File: config.mk
export PLATFORM = sky130hd
export DESIGN_NAME = dec8_rr_arbiter
export DESIGN_NICKNAME = d
export VERILOG_FILES = /design/src/rtl/dec8_rr_arbiter.sv
export SDC_FILE = /design/constraint.sdc
export NUM_CORES = 1
export LEC_CHECK = 0
export ABC_CLOCK_PERIOD_IN_PS = 3700
export CORE_UTILIZATION = 33
export CTS_CLUSTER_SIZE = 40
export DETAILED_ROUTE_END_ITERATION = 8
export GPL_ROUTABILITY_DRIVEN = 0
export SYNTH_ARGS = -nofsm -noshare
export SYNTH_HDL_FRONTEND = slang
export SYNTH_SLANG_ARGS = --single-unit
File: constraint.sdc
create_clock -name clk -period 3.7 [get_ports clk]
set_input_delay 0.74 -clock clk [delete_from_list [all_inputs] [get_ports clk]]
set_output_delay 0.74 -clock clk [all_outputs]
set_load 0.05 [all_outputs]
File: src/rtl/dec8_rr_arbiter.sv
// Round-robin arbiter for 8 requesters sharing one 3-to-8 decoded resource.
// Grants are held for at most MAX_HOLD cycles; all outputs are registered.
module dec8_rr_arbiter #(
  parameter int unsigned MAX_HOLD = 4,
  parameter int unsigned HOLD_W   = 4
) (
  input  logic             clk,
  input  logic             rst_n,
  input  logic             en,
  input  logic [7:0]       req,
  output logic             gnt_valid,
  output logic [2:0]       gnt_idx,
  output logic [7:0]       gnt_onehot,
  output logic             gnt_new
);

  typedef enum logic {
    IDLE  = 1'b0,
    GRANT = 1'b1
  } state_t;

  localparam logic [HOLD_W-1:0] HOLD_LAST = HOLD_W'(MAX_HOLD - 1);

  state_t            state, state_n;
  logic [2:0]        ptr, ptr_n;
  logic [HOLD_W-1:0] hold_cnt, hold_n;
  logic              valid_n;
  logic [2:0]        idx_n;
  logic [7:0]        onehot_n;
  logic              new_n;

  logic [3:0]        pick_idle;
  logic [3:0]        pick_rel;
  logic [2:0]        rel_ptr;
  logic              release_now;

  // Returns {found, index} of the first set request searching upward from p.
  function automatic logic [3:0] rr_pick(input logic [7:0] r, input logic [2:0] p);
    logic [3:0] res;
    logic [2:0] cand;
    res = '0;
    for (int unsigned i = 0; i < 8; i++) begin
      cand = p + 3'(i);
      if (!res[3] && r[cand]) begin
        res = {1'b1, cand};
      end
    end
    return res;
  endfunction

  function automatic logic [3:0] dec2to4(input logic [1:0] s);
    logic [3:0] d;
    d = '0;
    d[s] = 1'b1;
    return d;
  endfunction

  // Same structure as the downstream decoder: idx[2] picks the half, idx[1:0] decodes within it.
  function automatic logic [7:0] dec3to8(input logic [2:0] s);
    logic [3:0] half;
    half = dec2to4(s[1:0]);
    return {half & {4{s[2]}}, half & {4{~s[2]}}};
  endfunction

  assign rel_ptr     = gnt_idx + 3'd1;
  assign pick_idle   = rr_pick(req, ptr);
  assign pick_rel    = rr_pick(req, rel_ptr);
  assign release_now = !req[gnt_idx] || (hold_cnt == HOLD_LAST);

  always_comb begin
    state_n = state;
    ptr_n   = ptr;
    hold_n  = hold_cnt;
    valid_n = gnt_valid;
    idx_n   = gnt_idx;
    new_n   = 1'b0;

    unique case (state)
      IDLE: begin
        valid_n = 1'b0;
        if (en && pick_idle[3]) begin
          state_n = GRANT;
          valid_n = 1'b1;
          idx_n   = pick_idle[2:0];
          new_n   = 1'b1;
          hold_n  = '0;
        end
      end
      GRANT: begin
        if (!en) begin
          state_n = IDLE;
          valid_n = 1'b0;
        end else if (release_now) begin
          // Searching from gnt_idx+1 leaves the released requester last in line.
          ptr_n = rel_ptr;
          if (pick_rel[3]) begin
            idx_n  = pick_rel[2:0];
            new_n  = 1'b1;
            hold_n = '0;
          end else begin
            state_n = IDLE;
            valid_n = 1'b0;
          end
        end else begin
          hold_n = hold_cnt + 1'b1;
        end
      end
      default: begin
        state_n = IDLE;
        valid_n = 1'b0;
      end
    endcase

    onehot_n = valid_n ? dec3to8(idx_n) : '0;
  end

  always_ff @(posedge clk or negedge rst_n) begin
    if (!rst_n) begin
      state      <= IDLE;
      ptr        <= '0;
      hold_cnt   <= '0;
      gnt_valid  <= 1'b0;
      gnt_idx    <= '0;
      gnt_onehot <= '0;
      gnt_new    <= 1'b0;
    end else begin
      state      <= state_n;
      ptr        <= ptr_n;
      hold_cnt   <= hold_n;
      gnt_valid  <= valid_n;
      gnt_idx    <= idx_n;
      gnt_onehot <= onehot_n;
      gnt_new    <= new_n;
    end
  end

endmodule

==> results.md, run 1 <==
- Max Fclk: 0.280 GHz
- CTS Buf Count: 3
- CTS tree: done
- Die height: 95.5 um
- PortBufs: 23
- Hold Path End: hold_cnt[3]$_DFFE_PN0P_
- Routed len/inst: 16.6 um
- Core Box Area: 8340 um^2
- Detailed Place HPWL: 6190 um
- First-pass GRT wire length: 13300 um
- Antenna violations before repair: 0
- Slew Viols, Final: 0
- Longest Clk Path Bufs: 2
- Post-layout util: 43.3%
- Synth warn: 0
- Async set-reset flop share out of synthesis: 100%
- EDFF count, synth: 0
- Final setup vio count: 0
- Syn Inst Count: 303
- P&R area growth vs syn: 25.0%
- CP max stage delay: 0.54 ns
- Maximum number of pins on one net before global-route repair: 24
- R2R Path Start: ptr[1]$_DFFE_PN0P_
- Slew @ Worst Pin: 0.887 ns
- Cell Area, Synth: 2890 um^2
- Ant. Diodes: 0
- I/O pin cnt: 24
- Rel. slew slack: 40.7%
- Total grt overflow: 0
- Sequential share of the synthesized area: 18.2%
- ANT nets after route: 0
- DRC: 0
- Worst hold slack: 0.502 ns
- Critical Path Most Common Cell: and3_1
- Post-Synthesis Mean Instance Area: 9.53 um^2
- Commonest non-fill, non-tap cell in the layout: buf_4
- CP arrival: 3.74 ns
- Area contributors post-synth: dfrtp_1, mux4_2, mux2i_1
- Router iterations before antenna repair: 4
- Skew-Pair Late Insertion Delay: 0.26 ns
- Iteration-0 DRC Markers: 184
- Synth unique cells: 70
- Final hold violation count: 0
- Vias in the first global route: 2726
- CP endpoint kind: register
- Tot GR Track Use: 18.5%
- Total of max-cap violations: 0
- Reg2Reg Capture Point: gnt_onehot[4]$_DFF_PN0_
- Layout fillers: 822
- Hold path startpoint: hold_cnt[3]$_DFFE_PN0P_
- Leading area contributor after synthesis: dfrtp_1
- # H-tree levels: 1
- Layout cells sized above 1: 32.3%
- Commonest cells after routing, fill and taps aside: buf_4, mux2i_1, nand2_1
- CTS clk-pin slew, worst paths: 0.08 ns
- RSZ-0062 raised after global routing: false
- Clk root buf: clkbuf_8
- Reg2reg setup slack: 0.22 ns
- Worst Setup Path Type: primary input to register
- Outcome: completed
- Share of the synthesized area in the top cell type: 18.2%
- Hold Path Cell Cnt: 1
- Min Tclk post-route: 3.57 ns
- Die W: 95.5 um
- FP Rows: 33
- WP data required: 3.87 ns
- Post-Syn Nets: 319
- Die ar.: 9130 um^2
- Initial Util: 34.6%
- Via count: 2668
- Worst Hold Class: register to register
- Vias/cell: 5.64
- Flops & latches, synth: 21
- Clock Sinks: 21
- DRT Wirelength: 7840 um
- Tcrit/Tclk final: 96.5%
- Nets: 385
- Startpoint Class: primary input
- R2R depth: 11
- Critical path, cell by cell: clkdlybuf4s50_1, buf_4, mux4_2, mux2i_2, and3_1, and3_1, a21oi_1, o2bb2ai_1, or3b_4, nor3_1
- Slowest cell on the critical path: clkdlybuf4s50_1
- Ys flop type: dfrtp_1
- Post-CTS Repair Setup Buffers: 0
- Worst clock skew: 0.00418 ns
- CP max FO: 7
-- worst max path at each step --
| stage | cells after the start | startpoint | to | slack [ns] |
|---|---|---|---|---|
| global route | 11 | req[0] | gnt_onehot[5]$_DFF_PN0_ | 0.04 |
| finish | 10 | req[0] | gnt_onehot[3]$_DFF_PN0_ | 0.13 |
| detailed placement | 10 | req[3] | gnt_onehot[3]$_DFF_PN0_ | -0.13 |
| floorplan | 12 | gnt_idx[0]$_DFF_PN0_ | gnt_onehot[2]$_DFF_PN0_ | 0.007 |
| CTS | 10 | req[3] | gnt_onehot[3]$_DFF_PN0_ | 0.13 |
| global placement | 10 | req[0] | gnt_onehot[3]$_DFF_PN0_ | -0.08 |
-- layer usage --
metal | vias to the layer above | routed length [um] | global-route usage, %
met5 | - | 0 | 0
li1 | 1299 | - | -
met4 | 0 | 188 | 4.98
met3 | 16 | 220 | 2.15
met2 | 52 | 4000 | 32.3
met1 | 1301 | 3430 | 24.0
-- flip-flops by register name (all words and copies together) (netlist names) --
name / flops
gnt_onehot: 8
hold_cnt: 4
gnt_idx: 3
ptr: 3
gnt_new: 1
gnt_valid: 1
state: 1
-- layout make-up --
cell class | count | area [um^2] | area share [%]
well taps | 105 | 131 | 3.64
clock buffers | 3 | 41.3 | 1.14
multi-input cells | 246 | 2170 | 60.0
clock inverters | 1 | 7.51 | 0.208
repair buffers | 83 | 683 | 18.9
flip-flops and latches | 21 | 527 | 14.6
inverters | 14 | 52.6 | 1.46
-- what timing repair did --
action | CTS | global route
resized for setup | 0 | 4
setup endpoints to repair | 0 | 7
hold buffers | 0 | 0
-- cells by family (layout without fill, tap and decap cells) --
family,count (synthesis),count (layout),share of synthesized area (%)
AOI/OAI and AO/OA,76,76,18.9
xor gates and xnor gates,6,6,2.82
adders and majority gates,5,5,2.17
buffers and inverters,36,101,7.11
DFF,21,21,18.2
muxes,69,69,34.5
and+or+nand+nor,90,90,16.3
-- worst max-delay path: cells and delay by family --
kind | cells | cell delay [ns]
and+or+nand+nor | 4 | 1.17
muxes | 2 | 0.78
buffers and inverters | 2 | 0.77
AOI/OAI and AO/OA | 2 | 0.26
-- synth_stat cells (4+ instances only) --
master,n
mux2i_1,31
nand2_1,26
dfrtp_1,21
mux4_2,20
nor2_1,15
mux2_2,14
a21oi_1,13
nor3_1,13
o21ai_0,13
inv_1,11
buf_2,9
nand2b_1,9
o22ai_1,7
nand3_1,6
and3_1,5
buf_4,5
ha_1,5
nor2b_1,4
o21a_1,4
-- stage by stage --
stage | worst slack (ns) | instance area [um^2] | instances | TNS [ns]
2_1_floorplan | 0.00654 | 2890 | 303 | 0
3_3_place_gp | -0.0846 | 3550 | 469 | -0.405
3_5_place_dp | -0.134 | 3550 | 469 | -0.739
4_1_cts | 0.125 | 3600 | 473 | 0
5_1_grt | 0.0394 | 3610 | 473 | 0
6_report | 0.131 | 3610 | 473 | 0
Power of run 1 is left out: the tool's default activity adds up to more than one toggle a clock period on the data nets, which glitch-free logic cannot reach.
==> run 2, diff against run 1 <==
--- a/config.mk
+++ b/config.mk
@@ -5,7 +5,6 @@
 export SDC_FILE = /design/constraint.sdc
 export NUM_CORES = 1
 export LEC_CHECK = 0
-export ABC_CLOCK_PERIOD_IN_PS = 3700
 export CORE_UTILIZATION = 33
 export CTS_CLUSTER_SIZE = 40
 export DETAILED_ROUTE_END_ITERATION = 8
==> results of run 2 <==
Same layout as run 1: the final DEF is identical, and so are final timing and power.
Power of run 2 is left out for the same reason.
==> run 3, diff against run 2 <==
--- a/config.mk
+++ b/config.mk
@@ -9,6 +9,7 @@
 export CTS_CLUSTER_SIZE = 40
 export DETAILED_ROUTE_END_ITERATION = 8
 export GPL_ROUTABILITY_DRIVEN = 0
+export SLEW_MARGIN = 20
 export SYNTH_ARGS = -nofsm -noshare
 export SYNTH_HDL_FRONTEND = slang
 export SYNTH_SLANG_ARGS = --single-unit
==> constraint.sdc (replaced) <==
create_clock -name clk -period 3.85 [get_ports clk]
set_input_delay 0.77 -clock clk [delete_from_list [all_inputs] [get_ports clk]]
set_output_delay 0.77 -clock clk [all_outputs]
set_load 0.05 [all_outputs]
==> results.md, run 3 (synthesis gave the netlist of run 1 again) <==
- Slack of the critical path: 0.186 ns
- Via count: 2588
- DRT Wirelength: 7760 um
- # H-tree levels: 1
- CTS tree: done
- Vias in the first global route: 2589
- Core Box Area: 8340 um^2
- Longest Clk Path Bufs: 2
- Worst Setup Path Type: register to register
- Slowest cell on the critical path: mux4_1
- Clk root buf: clkbuf_8
- FP Rows: 33
- Commonest cells after routing, fill and taps aside: buf_4, mux2i_1, nand2_1
- Clock Sinks: 21
- Antenna violations before repair: 0
- Setup TNS: 0 ns
- Hold Buf Count CTS: 0
- PortBufs: 23
- Post-CTS Repair Setup Buffers: 0
- Worst Hold Class: register to register
- Commonest non-fill, non-tap cell in the layout: buf_4
- DRC: 0
- Largest Register: gnt_onehot
- Final Non-Filler Cells: 448
- Tcrit/Tclk final: 95.2%
- Nets: 360
- Final setup vio count: 0
- Outcome: completed
- CTS Buf Count: 3
- Max Fclk: 0.273 GHz
- CTS clk-pin slew, worst paths: 0.08 ns
- Critical path, cell by cell: inv_1, ha_1, mux4_1, mux2i_1, nand3_1, and3_1, mux2_2, o22ai_1, a211o_1, inv_2, nor3_1
- I/O pin cnt: 24
- CP max stage delay: 0.72 ns
- Die W: 95.5 um
- Post-layout util: 40.8%
- P&R area growth vs syn: 18.0%
- Vias/cell: 5.78
- Skew-Pair Late Insertion Delay: 0.26 ns
- Worst clock skew: 0.00853 ns
- Slew @ Worst Pin: 0.941 ns
- Startpoint Class: register
- PostCTS Resize Cnt: 0
- CP arrival: 3.81 ns
- Rel. slew slack: 37.1%
- WP data required: 4.00 ns
- Dpl cells: 444
- Maximum number of pins on one net before global-route repair: 25
- Ant. Diodes: 0
- Max reg flops: 8
- Final hold violation count: 0
- ANT nets after route: 0
- Router iterations before antenna repair: 4
- Die height: 95.5 um
- Min Tclk post-route: 3.66 ns
- CP endpoint kind: register
- Initial Util: 34.6%
- Iteration-0 DRC Markers: 122
- First-pass GRT wire length: 12900 um
- Total of max-cap violations: 0
- Slew Viols, Final: 0
- Routed len/inst: 17.3 um
- Die ar.: 9130 um^2
- CP max FO: 14
- Total grt overflow: 0
- Layout cells sized above 1: 26.5%
- CP bufs+invs: 2
- Place WS: 0.0355 ns
- CP top delay family: multiplexers
- Tot GR Track Use: 18.1%
- Biggest regs: gnt_onehot: 8 flops, hold_cnt: 4 flops
- Detailed Place HPWL: 6060 um
- RSZ-0062 raised after global routing: false
==> run 3: metrics by stage <==
step                      hold WS, ns  area, um^2
final                           0.488        3410
after global routing            0.508        3410
after CTS                       0.486        3410
after detailed placement        0.478        3360
after global placement          0.471        3360
after floorplan                 0.446        2890
==> run 3: layout make-up <==
type | instances | area (um^2)
repair buffers | 58 | 493
clock inverters | 1 | 5.00
fillers | 850 | 4930
clock buffers | 3 | 41.3
multi-input cells | 246 | 2160
well taps | 105 | 131
inverters | 14 | 52.6
flip-flops and latches | 21 | 527
==> run 3: per-layer routing <==
metal,track usage (%),vias up,wire (um)
met4,7.21,0,267
met5,0,-,0
met2,30.2,43,3800
li1,-,1247,-
met3,2.39,18,166
met1,23.6,1280,3530
==> run 3: path summary, 6_finish.rpt <==
path	startpoint	to	slack (ns)	cells after the start
setup / recovery	ptr[0]$_DFFE_PN0P_	gnt_onehot[0]$_DFF_PN0_	0.19	11
hold / removal	hold_cnt[3]$_DFFE_PN0P_	hold_cnt[3]$_DFFE_PN0P_	0.49	1
setup reg to reg	ptr[0]$_DFFE_PN0P_	gnt_onehot[0]$_DFF_PN0_	0.19	11
hold reg to reg	hold_cnt[3]$_DFFE_PN0P_	hold_cnt[3]$_DFFE_PN0P_	0.49	1
max in group asynchronous	rst_n	gnt_idx[0]$_DFF_PN0_	2.18	1
min in group asynchronous	rst_n	gnt_new$_DFF_PN0_	1.03	1
==> run 3: worst reg2reg max path: cells and delay by family (launching register included) <==
| family | cells | cell delay (ns) |
|---|---|---|
| flops | 1 | 0.35 |
| mux | 3 | 1.26 |
| buf+inv | 2 | 0.19 |
| simple gates | 3 | 0.53 |
| compound gates | 2 | 0.54 |
| fa+ha+maj | 1 | 0.68 |
Power of run 3 is left out for the same reason.
==> edit 1: new RTL, config.mk and constraints of run 1 <==
`HOLD_W`: 4 -> 6.
--- a/src/rtl/dec8_rr_arbiter.sv
+++ b/src/rtl/dec8_rr_arbiter.sv
@@ -2,7 +2,7 @@
 // Grants are held for at most MAX_HOLD cycles; all outputs are registered.
 module dec8_rr_arbiter #(
   parameter int unsigned MAX_HOLD = 4,
-  parameter int unsigned HOLD_W   = 4
+  parameter int unsigned HOLD_W   = 6
 ) (
   input  logic             clk,
   input  logic             rst_n,
Function: no difference found for any inputs over 4 cycles, from zero or initial values and one cycle with rst_n low; that may be too few to reach the edited logic, so the function may still have changed.
==> edit 1 against run 1 <==
Highest routed layer unchanged. Utilization rose by 1.7 points. Worst setup slack improved by 0.019 ns. Area after synthesis fell by 0.30%. Register-to-register slack improved by 0.02 ns. Via count rose by 6.5%. Sequential cell count rose by 2. Wire length rose by 2.0%. Design area rose by 4.0%.
==> edit 1: results (changes against run 1) <==
metric;value;unit;change
multi_input_area_share;57.4;%;-2.7 points
reg2reg_depth;11;;unchanged
synth_mux_area_share;26.5;%;-8.0 points
num_vias;2842;;+6.5%
synth-seq-area-share;20.0;%;+1.8 points
multi_input_cells;260;;+5.7%
placed_cell_area;3640;um2;+2.7%
nets;414;;+7.5%
hold_depth;2;;+1
fillers;852;;+3.6%
synth_cell_types;63;;-10%
clk_share;1.23;%;-0.12 points
grt_pass1_wl;13400;um;+1.3%
drive_gt1_share;32.2;%;-0.095 points
holdWs;0.522;ns;+0.0204 ns
finalCritPeriodShare;96.0;%;-0.52 points
dpl.hpwl;6360;um;+2.7%
worstHoldStart;hold_cnt[1];;
final_util;45.0;%;+1.7 points
grt_pass1_vias;2690;;-1.3%
setup.worst_path.start;req[5];;
wl_per_cell;15.9;um;-3.9%
synthXorXnorAreaFrac;3.35;%;+0.53 points
ys_top_cells_by_area;dfrtp_1 (20%), mux4_2 (14%), mux2i_1 (7.3%), mux2_2 (5.1%), nand2_1 (4.0%);;
buffers;95;;+14%
worstMarginPinSlew;0.980;ns;+0.0931 ns
seqAreaFraction;15.4;%;+0.77 points
hold_end;hold_cnt[1];;
place_ws;-0.230;ns;-0.0962 ns
first_pass_iters;5;;+1
inv_count;15;;+1
crit_path_max_fanout;5;;-2
slowest_stage;or4b_4;;
fin_skew;0.00177;ns;-0.00242 ns
status;complete, no violations;;
synth_common_cells;nand2_1 (31), dfrtp_1 (23), nor2_1 (22), o21ai_0 (22), mux2i_1 (21);;
synthAdderAreaFrac;2.17;%;+0.0066 points
ys_ff_latch;23;;+9.5%
synth-compound-area-share;19.6;%;+0.71 points
rrSetupSlack;0.24;ns;+0.02 ns
ff_latch_area;577;um2;+9.5%
swShare;47.8;%;
edit 1: cell types whose count changed in the layout (fill, tap and decap cells not counted), moves of 7 or more:
cell,delta
buf_4,+12
o21ai_0,+9
mux2i_1,-8
nor2_1,+7
edit 1: per-layer routing:
metal	track usage [%]	vias to the layer above	wire, um
li1	-	1383	-
met1	26.8	1354	3820
met2	30.2	93	3660
met3	0.797	12	370
met4	4.98	0	142
met5	0	-	0
edit 1: per-stage QoR:
stage / power, mW / setup TNS (ns) / instances
6_report: 4.11 / 0 / 502
3_3_place_gp: 3.82 / -1.18 / 497
3_5_place_dp: 3.86 / -1.43 / 497
4_1_cts: 4.02 / 0 / 501
2_1_floorplan: 2.71 / -0.0522 / 326
5_1_grt: 4.45 / 0 / 502
edit 1: timing repair:
item,in CTS,in global routing
hold buffers,0,0
buffers inserted,0,1
resized for setup,0,13
endpoints found under the setup margin,0,9
endpoints found under the hold margin,0,0
==> edit 2: new RTL, config.mk and constraints of run 1 <==
Without the edit above. Make the reset (`rst_n`) synchronous in one clocked block.
--- a/src/rtl/dec8_rr_arbiter.sv
+++ b/src/rtl/dec8_rr_arbiter.sv
@@ -114,7 +114,7 @@
     onehot_n = valid_n ? dec3to8(idx_n) : '0;
   end
 
-  always_ff @(posedge clk or negedge rst_n) begin
+  always_ff @(posedge clk) begin
     if (!rst_n) begin
       state      <= IDLE;
       ptr        <= '0;
Function: differs if rst_n is asserted again (counterexample within 4 cycles, from zero or initial values and one cycle with rst_n low); with rst_n held inactive, the same outputs for 10 cycles.
==> edit 2 against run 1 <==
Area after synthesis up 3.2%. Non-clock buffer count is 25 lower. Sequential cell count is the same. Via count is 11% higher. Sequential share of layout area decreased by 2.6 points. Worst setup slack improved by 0.048 ns. First-iteration DRC count increased by 60%. Wire length up 3.4%. Design area down 1.9%. Critical endpoint is now gnt_onehot[5].
Power is left out: it rests on default switching activity, and per cell area and clock period it moved more than threefold.
==> edit 2: results (changes against run 1) <==
metric;value;unit;change
slowest_delay;0.52;ns;-0.02 ns
grt_pass1_vias;2532;;-7.1%
syn_nets;373;;+17%
drive_gt1_share;22.7;%;-9.6 points
top_regs;gnt_onehot x8, hold_cnt x4;;
dp_cells;491;;+4.7%
cts_hold_buf;0;;unchanged
synth_cell_types;72;;+2.9%
placed_cell_area;3480;um2;-1.9%
ys.warnings.count;0;;unchanged
holdCritPathClass;register to register;;
port_buffers;23;;unchanged
initialDrtViolationCount;295;;+60%
cts_repair_resize_count;0;;unchanged
clock_latency;0.26;ns;about the same
antenna_cells;0;;unchanged
crit_path_max_fanout;6;;-1
ctsHtreeMaxLevel;1;;unchanged
status;complete, no violations;;
finalNonFillerCells;495;;+4.7%
grt.total_usage;16.7;%;-1.8 points
cts_setup_buffers;0;;unchanged
synthArstFlopShare;0;%;-100 points
dpl.hpwl;5950;um;-4.0%
first_pass_iters;4;;unchanged
antenna_found_initial;0;;unchanged
synth_ff_type;dfxtp_1;;
grt_pass1_wl;13100;um;-1.3%
synthCells;357;;+18%
fin_skew;0.00343;ns;-0.000751 ns
cp.arrival;3.70;ns;-0.04 ns
nets;404;;+4.9%
clock_path_buffers;2;;unchanged
synth-seq-area-share;14.1;%;-4.1 points
cts-buffers-inserted;3;;unchanged
num_vias;2969;;+11%
drt-total-wl;8110;um;+3.4%
slowest_stage;o41a_1;;
cts_root_buffer;clkbuf_8;;
path_clk_slew;0.07;ns;
ys_top_cells_by_area;mux4_2 (17%), dfxtp_1 (14%), mux2i_1 (5.7%), mux2_2 (4.5%), nor2_1 (3.8%);;
slew_headroom;56.5;%;+16 points
grt_start_max_net_pins;36;;+50%
synth_common_cells;nor2_1 (30), nand2_1 (29), mux4_2 (23), dfxtp_1 (21), nor3_1 (20);;
[edit 2: changes by cell type in the layout (fill, tap and decap cells not counted), sizes merged, moves of 8 or more]
cell   delta
nor3      +8
nor2     +14
dfrtp    -21
nor4b     +8
mux2i    -17
buf      -25
dfxtp    +21
[edit 2: path summary, 6_finish.rpt]
| path | start | end | slack (ns) | cells past startpoint |
|---|---|---|---|---|
| min reg2reg | hold_cnt[3] | hold_cnt[3] | 0.50 | 2 |
| max | req[4] | gnt_onehot[5] | 0.18 | 10 |
| max reg2reg | ptr[0] | gnt_onehot[5] | 0.26 | 11 |
| min | hold_cnt[3] | hold_cnt[3] | 0.50 | 2 |
[edit 2: stage by stage]
stage	setup WS, ns	setup TNS [ns]
floorplan	0.0418	0
global placement	-0.00666	-0.00765
detailed placement	-0.0731	-0.388
CTS	0.0874	0
global route	0.0407	0
finish	0.179	0
[edit 2: cells by family after synthesis]
logic type	Yosys count	synth area share, %
AO/OA/AOI/OAI	81	19.4
XOR/XNOR	11	4.20
adder cells (fa/ha/maj)	5	2.10
buffers and inverters	41	5.75
flip-flops	21	14.1
multiplexers	53	28.0
AND/OR/NAND/NOR	145	26.4
[edit 2: layout make-up]
type,instances,area (um2)
clock buffers,4,45.0
fillers,886,5180
inverters,9,33.8
multi-input cells,295,2410
flip-flops and latches,21,424
well taps,108,135
repair buffers,58,493
[edit 2: metal layers]
layer / vias to the layer above / global-route usage (%) / part of all wire [%]
li1: 1429 / - / -
met1: 1442 / 24.8 / 47
met2: 90 / 26.2 / 47
met3: 8 / 1.16 / 4.7
met4: 0 / 4.25 / 1.2
met5: - / 0 / 0
[edit 2: critical path: cells and delay by family]
kind	cells	cell delay, ns
AND/OR/NAND/NOR	3	0.73
multiplexers	2	0.82
AO/OA/AOI/OAI	4	0.99
buffers and inverters	1	0.41
